<file path="config.mk">
export PLATFORM = sky130hd
export DESIGN_NAME = lif_stimulus_sequencer
export DESIGN_NICKNAME = d
export VERILOG_FILES = /design/src/rtl/lif_stimulus_sequencer.sv
export SDC_FILE = /design/constraint.sdc
export NUM_CORES = 1
export LEC_CHECK = 0
export ABC_AREA = 1
export BUFFER_PORTS_ARGS = -buffer_cell sky130_fd_sc_hd__buf_2
export CORE_ASPECT_RATIO = 1.4
export CORE_UTILIZATION = 50
export CTS_BUF_LIST = sky130_fd_sc_hd__clkbuf_8
export DETAILED_ROUTE_END_ITERATION = 7
export GPL_TIMING_DRIVEN = 0
export PLACE_DENSITY = 0.78
export SLEW_MARGIN = 20
export SYNTH_ARGS = -nofsm -noshare
export SYNTH_HDL_FRONTEND = slang
export SYNTH_SLANG_ARGS = --single-unit
</file>
<file path="constraint.sdc">
create_clock -name clk -period 2.6 [get_ports clk]
set_input_delay 0.52 -clock clk [delete_from_list [all_inputs] [get_ports clk]]
set_output_delay 0.52 -clock clk [all_outputs]
set_load 0.01 [all_outputs]
</file>
<file path="src/rtl/lif_stimulus_sequencer.sv">
// ---------------------------------------------------------------------------
// lif_stimulus_sequencer
//
// Transmit-side companion to the LIF neuron tile. Host bytes (input-spike
// bytes or weight bytes) enter through a valid/ready FIFO. They are replayed
// one per cycle on the neuron's byte-wide load bus. The block also counts the
// neuron's output spikes over fixed windows so a host can read a firing rate.
//
// Ports:
//   clk          rising-edge clock for all state
//   reset        synchronous, active-high; empties the FIFO and restarts
//                the spike window
//   in_valid     host byte offered
//   in_ready     FIFO not full (depends only on FIFO level)
//   in_data      host byte
//   in_weight    1 = weight byte, 0 = input-spike byte
//   tx_pause     1 = hold the FIFO and drive idle on the tx bus
//   tx_data      registered byte to the neuron load bus
//   tx_weight    registered weight-select to the neuron
//   tx_valid     registered; 1 = tx_data is a popped FIFO entry
//   spike_in     neuron spike output, sampled every cycle
//   spike_count  spikes seen in the last completed window
//   count_valid  one-cycle pulse when spike_count updates
//   fifo_level   current FIFO occupancy
// ---------------------------------------------------------------------------
module lif_stimulus_sequencer #(
    parameter int DEPTH  = 8,
    parameter int WINDOW = 16,
    parameter int CW     = $clog2(WINDOW + 1)
) (
    input  logic                     clk,
    input  logic                     reset,
    input  logic                     in_valid,
    output logic                     in_ready,
    input  logic [7:0]               in_data,
    input  logic                     in_weight,
    input  logic                     tx_pause,
    output logic [7:0]               tx_data,
    output logic                     tx_weight,
    output logic                     tx_valid,
    input  logic                     spike_in,
    output logic [CW-1:0]            spike_count,
    output logic                     count_valid,
    output logic [$clog2(DEPTH):0]   fifo_level
);

    localparam int AW = $clog2(DEPTH);
    localparam int WW = $clog2(WINDOW);

    // FIFO storage and pointers. Each pointer has one extra wrap bit, so
    // full and empty can be told apart when the low bits are equal.
    logic [8:0]  mem_q [DEPTH];
    logic [8:0]  mem_d [DEPTH];
    logic [AW:0] wr_ptr_q, wr_ptr_d;
    logic [AW:0] rd_ptr_q, rd_ptr_d;

    logic [7:0]  tx_data_q, tx_data_d;
    logic        tx_weight_q, tx_weight_d;
    logic        tx_valid_q, tx_valid_d;

    logic [WW-1:0] win_cnt_q, win_cnt_d;
    logic [CW-1:0] acc_q, acc_d;
    logic [CW-1:0] spike_count_q, spike_count_d;
    logic          count_valid_q, count_valid_d;

    logic        empty;
    logic        full;
    logic        push;
    logic        pop;
    logic        win_last;
    logic [8:0]  head;

    // Full blocks a push even if a pop happens on the same edge.
    // There is no bypass path around a full FIFO.
    assign empty    = (wr_ptr_q == rd_ptr_q);
    assign full     = (wr_ptr_q[AW] != rd_ptr_q[AW]) &&
                      (wr_ptr_q[AW-1:0] == rd_ptr_q[AW-1:0]);
    assign push     = in_valid && !full;
    assign pop      = !empty && !tx_pause;
    assign head     = mem_q[rd_ptr_q[AW-1:0]];
    assign win_last = (win_cnt_q == WW'(WINDOW - 1));

    assign in_ready    = !full;
    assign fifo_level  = wr_ptr_q - rd_ptr_q;
    assign tx_data     = tx_data_q;
    assign tx_weight   = tx_weight_q;
    assign tx_valid    = tx_valid_q;
    assign spike_count = spike_count_q;
    assign count_valid = count_valid_q;

    // FIFO write and pointer advance. Entries hold {weight, data}.
    always_comb begin
        mem_d    = mem_q;
        wr_ptr_d = wr_ptr_q;
        rd_ptr_d = rd_ptr_q;
        if (push) begin
            mem_d[wr_ptr_q[AW-1:0]] = {in_weight, in_data};
            wr_ptr_d = wr_ptr_q + {{AW{1'b0}}, 1'b1};
        end
        if (pop) begin
            rd_ptr_d = rd_ptr_q + {{AW{1'b0}}, 1'b1};
        end
    end

    // The transmitter shows the popped head for exactly one cycle. Otherwise
    // it drives the idle byte 0x00 with select 0, which the neuron treats as
    // "no input spikes", so the neuron only leaks.
    always_comb begin
        tx_data_d   = 8'h00;
        tx_weight_d = 1'b0;
        tx_valid_d  = 1'b0;
        if (pop) begin
            tx_data_d   = head[7:0];
            tx_weight_d = head[8];
            tx_valid_d  = 1'b1;
        end
    end

    // Free-running spike window. A spike on the window's last cycle is
    // folded into that window's result, not the next window's.
    always_comb begin
        win_cnt_d     = win_cnt_q + {{(WW-1){1'b0}}, 1'b1};
        acc_d         = acc_q + {{(CW-1){1'b0}}, spike_in};
        spike_count_d = spike_count_q;
        count_valid_d = 1'b0;
        if (win_last) begin
            win_cnt_d     = '0;
            acc_d         = '0;
            spike_count_d = acc_q + {{(CW-1){1'b0}}, spike_in};
            count_valid_d = 1'b1;
        end
    end

    // Storage array has no reset; the pointers alone decide which entries
    // are live.
    always_ff @(posedge clk) begin
        mem_q <= mem_d;
    end

    // Control state. Reset wins over everything and drops any in-flight byte.
    always_ff @(posedge clk) begin
        if (reset) begin
            wr_ptr_q      <= '0;
            rd_ptr_q      <= '0;
            tx_data_q     <= 8'h00;
            tx_weight_q   <= 1'b0;
            tx_valid_q    <= 1'b0;
            win_cnt_q     <= '0;
            acc_q         <= '0;
            spike_count_q <= '0;
            count_valid_q <= 1'b0;
        end else begin
            wr_ptr_q      <= wr_ptr_d;
            rd_ptr_q      <= rd_ptr_d;
            tx_data_q     <= tx_data_d;
            tx_weight_q   <= tx_weight_d;
            tx_valid_q    <= tx_valid_d;
            win_cnt_q     <= win_cnt_d;
            acc_q         <= acc_d;
            spike_count_q <= spike_count_d;
            count_valid_q <= count_valid_d;
        end
    end

endmodule

</file>
==> metrics.csv <==
stage,metric,value,unit
run_status,status,finished clean,
clocking,clk_latency,380,ps
hold_path,hold_path_depth,1,
setup_path,crit_chain,inv_1 -> ha_1 -> fa_1 -> xnor2_1 -> buf_2,
pwr,power_frac_seq,49.5,%
global_routing,grt_max_degree,18,
die,fp.dieW,79.63,um
yosys,synthArstFlopShare,0,%
flow_run,drv_cap,0,
clocking,cts_buffer_depth,2,
setup_path,reg2reg_depth,10,
layout,drive_above_1_share,18.74,%
setup_path,crit_arrival,1990,ps
sta,setup_violations,0,
clocking,clkTransAtPathRegs,100,ps
global_routing,grt_pass1_wl,14.79,mm
die,row_count,39,
pwr,clkPwrFrac,34.5,%
die,core_area,8149,um^2
setup_path,start_kind,register,
yosys,ys_ff_latch,105,
setup_path,critPathTopFamily,adder cells,
yosys,syn_area_per_cell,10.39,um^2
layout,antennaDiodeCount,0,
clocking,htreeDepth,3,
clocking,cts_made_buffers,9,
yosys,synth_nets,429,
placement,io_buffer_count,33,
drt,via_count,2982,
drt,ant_nets,0,
drt,drtPass1Iterations,4,
global_routing,grt_remaining_overflow,0,
sta,clock_skew,16.87,ps
setup_path,worstPathRequired,2080,ps
sta,rsz0062_at_grt,false,
drt,post_drt_wl_per_cell,16.27,um
setup_path,critPathMaxStageDelay,430,ps
sta,clock.fmax,0.3978,GHz
clocking,cts_root_buffer,clkbuf_8,
setup_path,r2r_end,mem_q[17],
sta,min_period,2514,ps
setup_path,crit_type,register to primary output,
sta,slew_viol_final,0,
pwr,p_comb_share,16.0,%
pwr,ir_worst_vdd,406.9,uV
layout,nFillCells,653,
setup_path,cp_max_fo,6,
pwr,power.density,768.3,nW/um^2
yosys,yosysWarnings,0,
placement,dpl-instance-area,4526,um^2
setup_path,rrSetupSlack,180,ps
pwr,switching_share,25.91,%
layout,final_common_cell,nor2_1,
global_routing,grt_pass1_vias,2995,
setup_path,worst-path-buf-inv,2,
die,start_util,51.76,%
setup_path,critPathCaptureType,primary output,
die,boundaryPins,35,
die,dieHeight,110.7,um
layout,finalNonFillerCells,561,
placement,gp_congestion,0.8552,
yosys,yosysSeqAreaShare,66.92,%
pwr,internal-power,2.808,mW
yosys,synth.distinct_cells,21,
hold_path,min_to,mem_q[6],
placement,dp_slack,-507.6,ps
hold_path,hp-class,input port to register,
clocking,clkSinkCount,105,
layout,fin_area,4932,um^2
setup_path,cp_slowest_cell,dfxtp_1,
drt,viasPerCell,5.316,
yosys,synthesis.area,4218,um^2
setup_path,regToRegStartpoint,wr_ptr_q[0],
sta,finalHoldViolCount,0,
yosys,ys.flop_type,edfxtp_1,
sta,fin_crit_sh,96.70,%
layout,multiInputGateArea,1313,um^2
die,die_area,8812,um^2
layout,final_nets,477,
sta,fin_ws,85.91,ps
pwr,p_switching,0.9817,mW
sta,tightest_slew,614.0,ps
yosys,synth_edf_count,72,
layout,final_cell_mix,"83 x nor2_1, 82 x nand2_1, 72 x edfxtp_1",
hold_path,hold_start,in_data[6],
layout,area_delta_synth_final,16.94,%
sta,max-slew-margin-rel,59.07,%
sta,fin_tns_setup,0,ps
yosys,synthCells,406,
layout,seq_area,2825,um^2
drt,drtIter0Drc,299,
clocking,hold_buffers,0,
clocking,cts_tree,built,
placement,hpwl,5.912,mm
global_routing,grt_use_total,22.84,%
drt,drc,0,
drt,wirelength,9.126,mm
global_routing,antenna_found_initial,0,
pwr,power_leakage,1.965,nW
placement,placedCellCount,541,
[cell usage after synthesis (3+ instances only)]
| library cell | count | area [um^2] |
|---|---|---|
| buf_2 | 7 | 35.03 |
| o21ai_1 | 14 | 70.07 |
| o21ai_0 | 20 | 100.1 |
| nand3_1 | 24 | 120.1 |
| ha_1 | 8 | 100.1 |
| xnor2_1 | 4 | 35.03 |
| nor3_1 | 3 | 15.01 |
| inv_1 | 17 | 63.81 |
| nor2_1 | 88 | 330.3 |
| dfxtp_1 | 33 | 660.6 |
| xor2_1 | 4 | 35.03 |
| clkbuf_1 | 6 | 22.52 |
| nand4_1 | 3 | 18.77 |
| a21oi_1 | 6 | 30.03 |
| nand2_1 | 83 | 311.6 |
| edfxtp_1 | 72 | 2162 |
| nand2_2 | 6 | 37.54 |
| inv_2 | 4 | 15.01 |
[routing by layer]
metal	vias to the layer above	wire (um)	global-route usage [%]	share of wire (%)
met2	108	4711	37.72	52
met3	24	563	5.185	6.2
met5	-	0	0	0
met4	0	380	13.21	4.2
met1	1404	3471	26.74	38
li1	1446	-	-	-
[flip-flops by register name, indices dropped and copies added (netlist names)]
name and cells:
rd_ptr_q 4, wr_ptr_q 4, win_cnt_q 4, mem_q 72, tx_valid 1, acc_q 5, tx_weight 1, count_valid 1
spike_count 5, tx_data 8
[per-stage QoR]
stage | hold WS [ps] | util (%) | power (mW)
after floorplan | 417.6 | - | 2.287
after global placement | 427.3 | 55.35 | 2.457
after detailed placement | 447.5 | 55.54 | 2.481
after CTS | 403.2 | 59.65 | 3.769
after global routing | 422.2 | 60.53 | 3.944
final | 420.7 | 60.53 | 3.789
[layout make-up]
type / instances / area share (%)
Buffer: 14 / 1.547
Clock buffer: 10 / 2.790
Clock inverter: 6 / 2.638
Inverter: 21 / 1.674
Multi-Input combinational cell: 265 / 26.61
Sequential cell: 105 / 57.28
Tap cell: 102 / 2.588
Timing Repair Buffer: 38 / 4.871
[cells by family (layout without fill, tap and decap cells)]
kind of cell | after synthesis | in the layout | share of synthesized area (%)
AO/OA/AOI/OAI | 40 | 40 | 4.747
adder cells (fa/ha/maj) | 9 | 9 | 2.848
buffers and inverters | 36 | 89 | 3.589
XOR/XNOR | 8 | 8 | 1.661
flip-flops | 105 | 105 | 66.92
AND/OR/NAND/NOR | 208 | 208 | 20.23
[worst max-delay path by stage]
| stage | from | slack, ps | depth (start not counted) | end |
|---|---|---|---|---|
| after floorplan | rd_ptr_q[2] | 120 | 8 | mem_q[18] |
| after global placement | rd_ptr_q[2] | -630 | 8 | mem_q[61] |
| after detailed placement | rd_ptr_q[2] | -510 | 10 | mem_q[10] |
| after CTS | rd_ptr_q[1] | 40 | 8 | fifo_level[3] |
| after global routing | rd_ptr_q[2] | 30 | 9 | fifo_level[3] |
| final | wr_ptr_q[0] | 90 | 5 | fifo_level[2] |
[power groups by stage]
stage / registers (mW) / logic [mW] / clock network (mW)
after global routing: 1.88 / 0.684 / 1.38
after global placement: 1.91 / 0.548 / 0
final: 1.88 / 0.607 / 1.31
after CTS: 1.87 / 0.579 / 1.32
after detailed placement: 1.91 / 0.568 / 0
after floorplan: 1.91 / 0.372 / 0
[what timing repair did]
| item | 4_1_cts | 5_1_grt |
|---|---|---|
| pin swaps | 1 | 2 |
| resized for setup | 14 | 6 |
| gates cloned | 0 | 0 |
| buffers inserted | 1 | 4 |
| endpoints found under the setup margin | 74 | 47 |
Note: power is estimated with default switching activity, not from simulation.
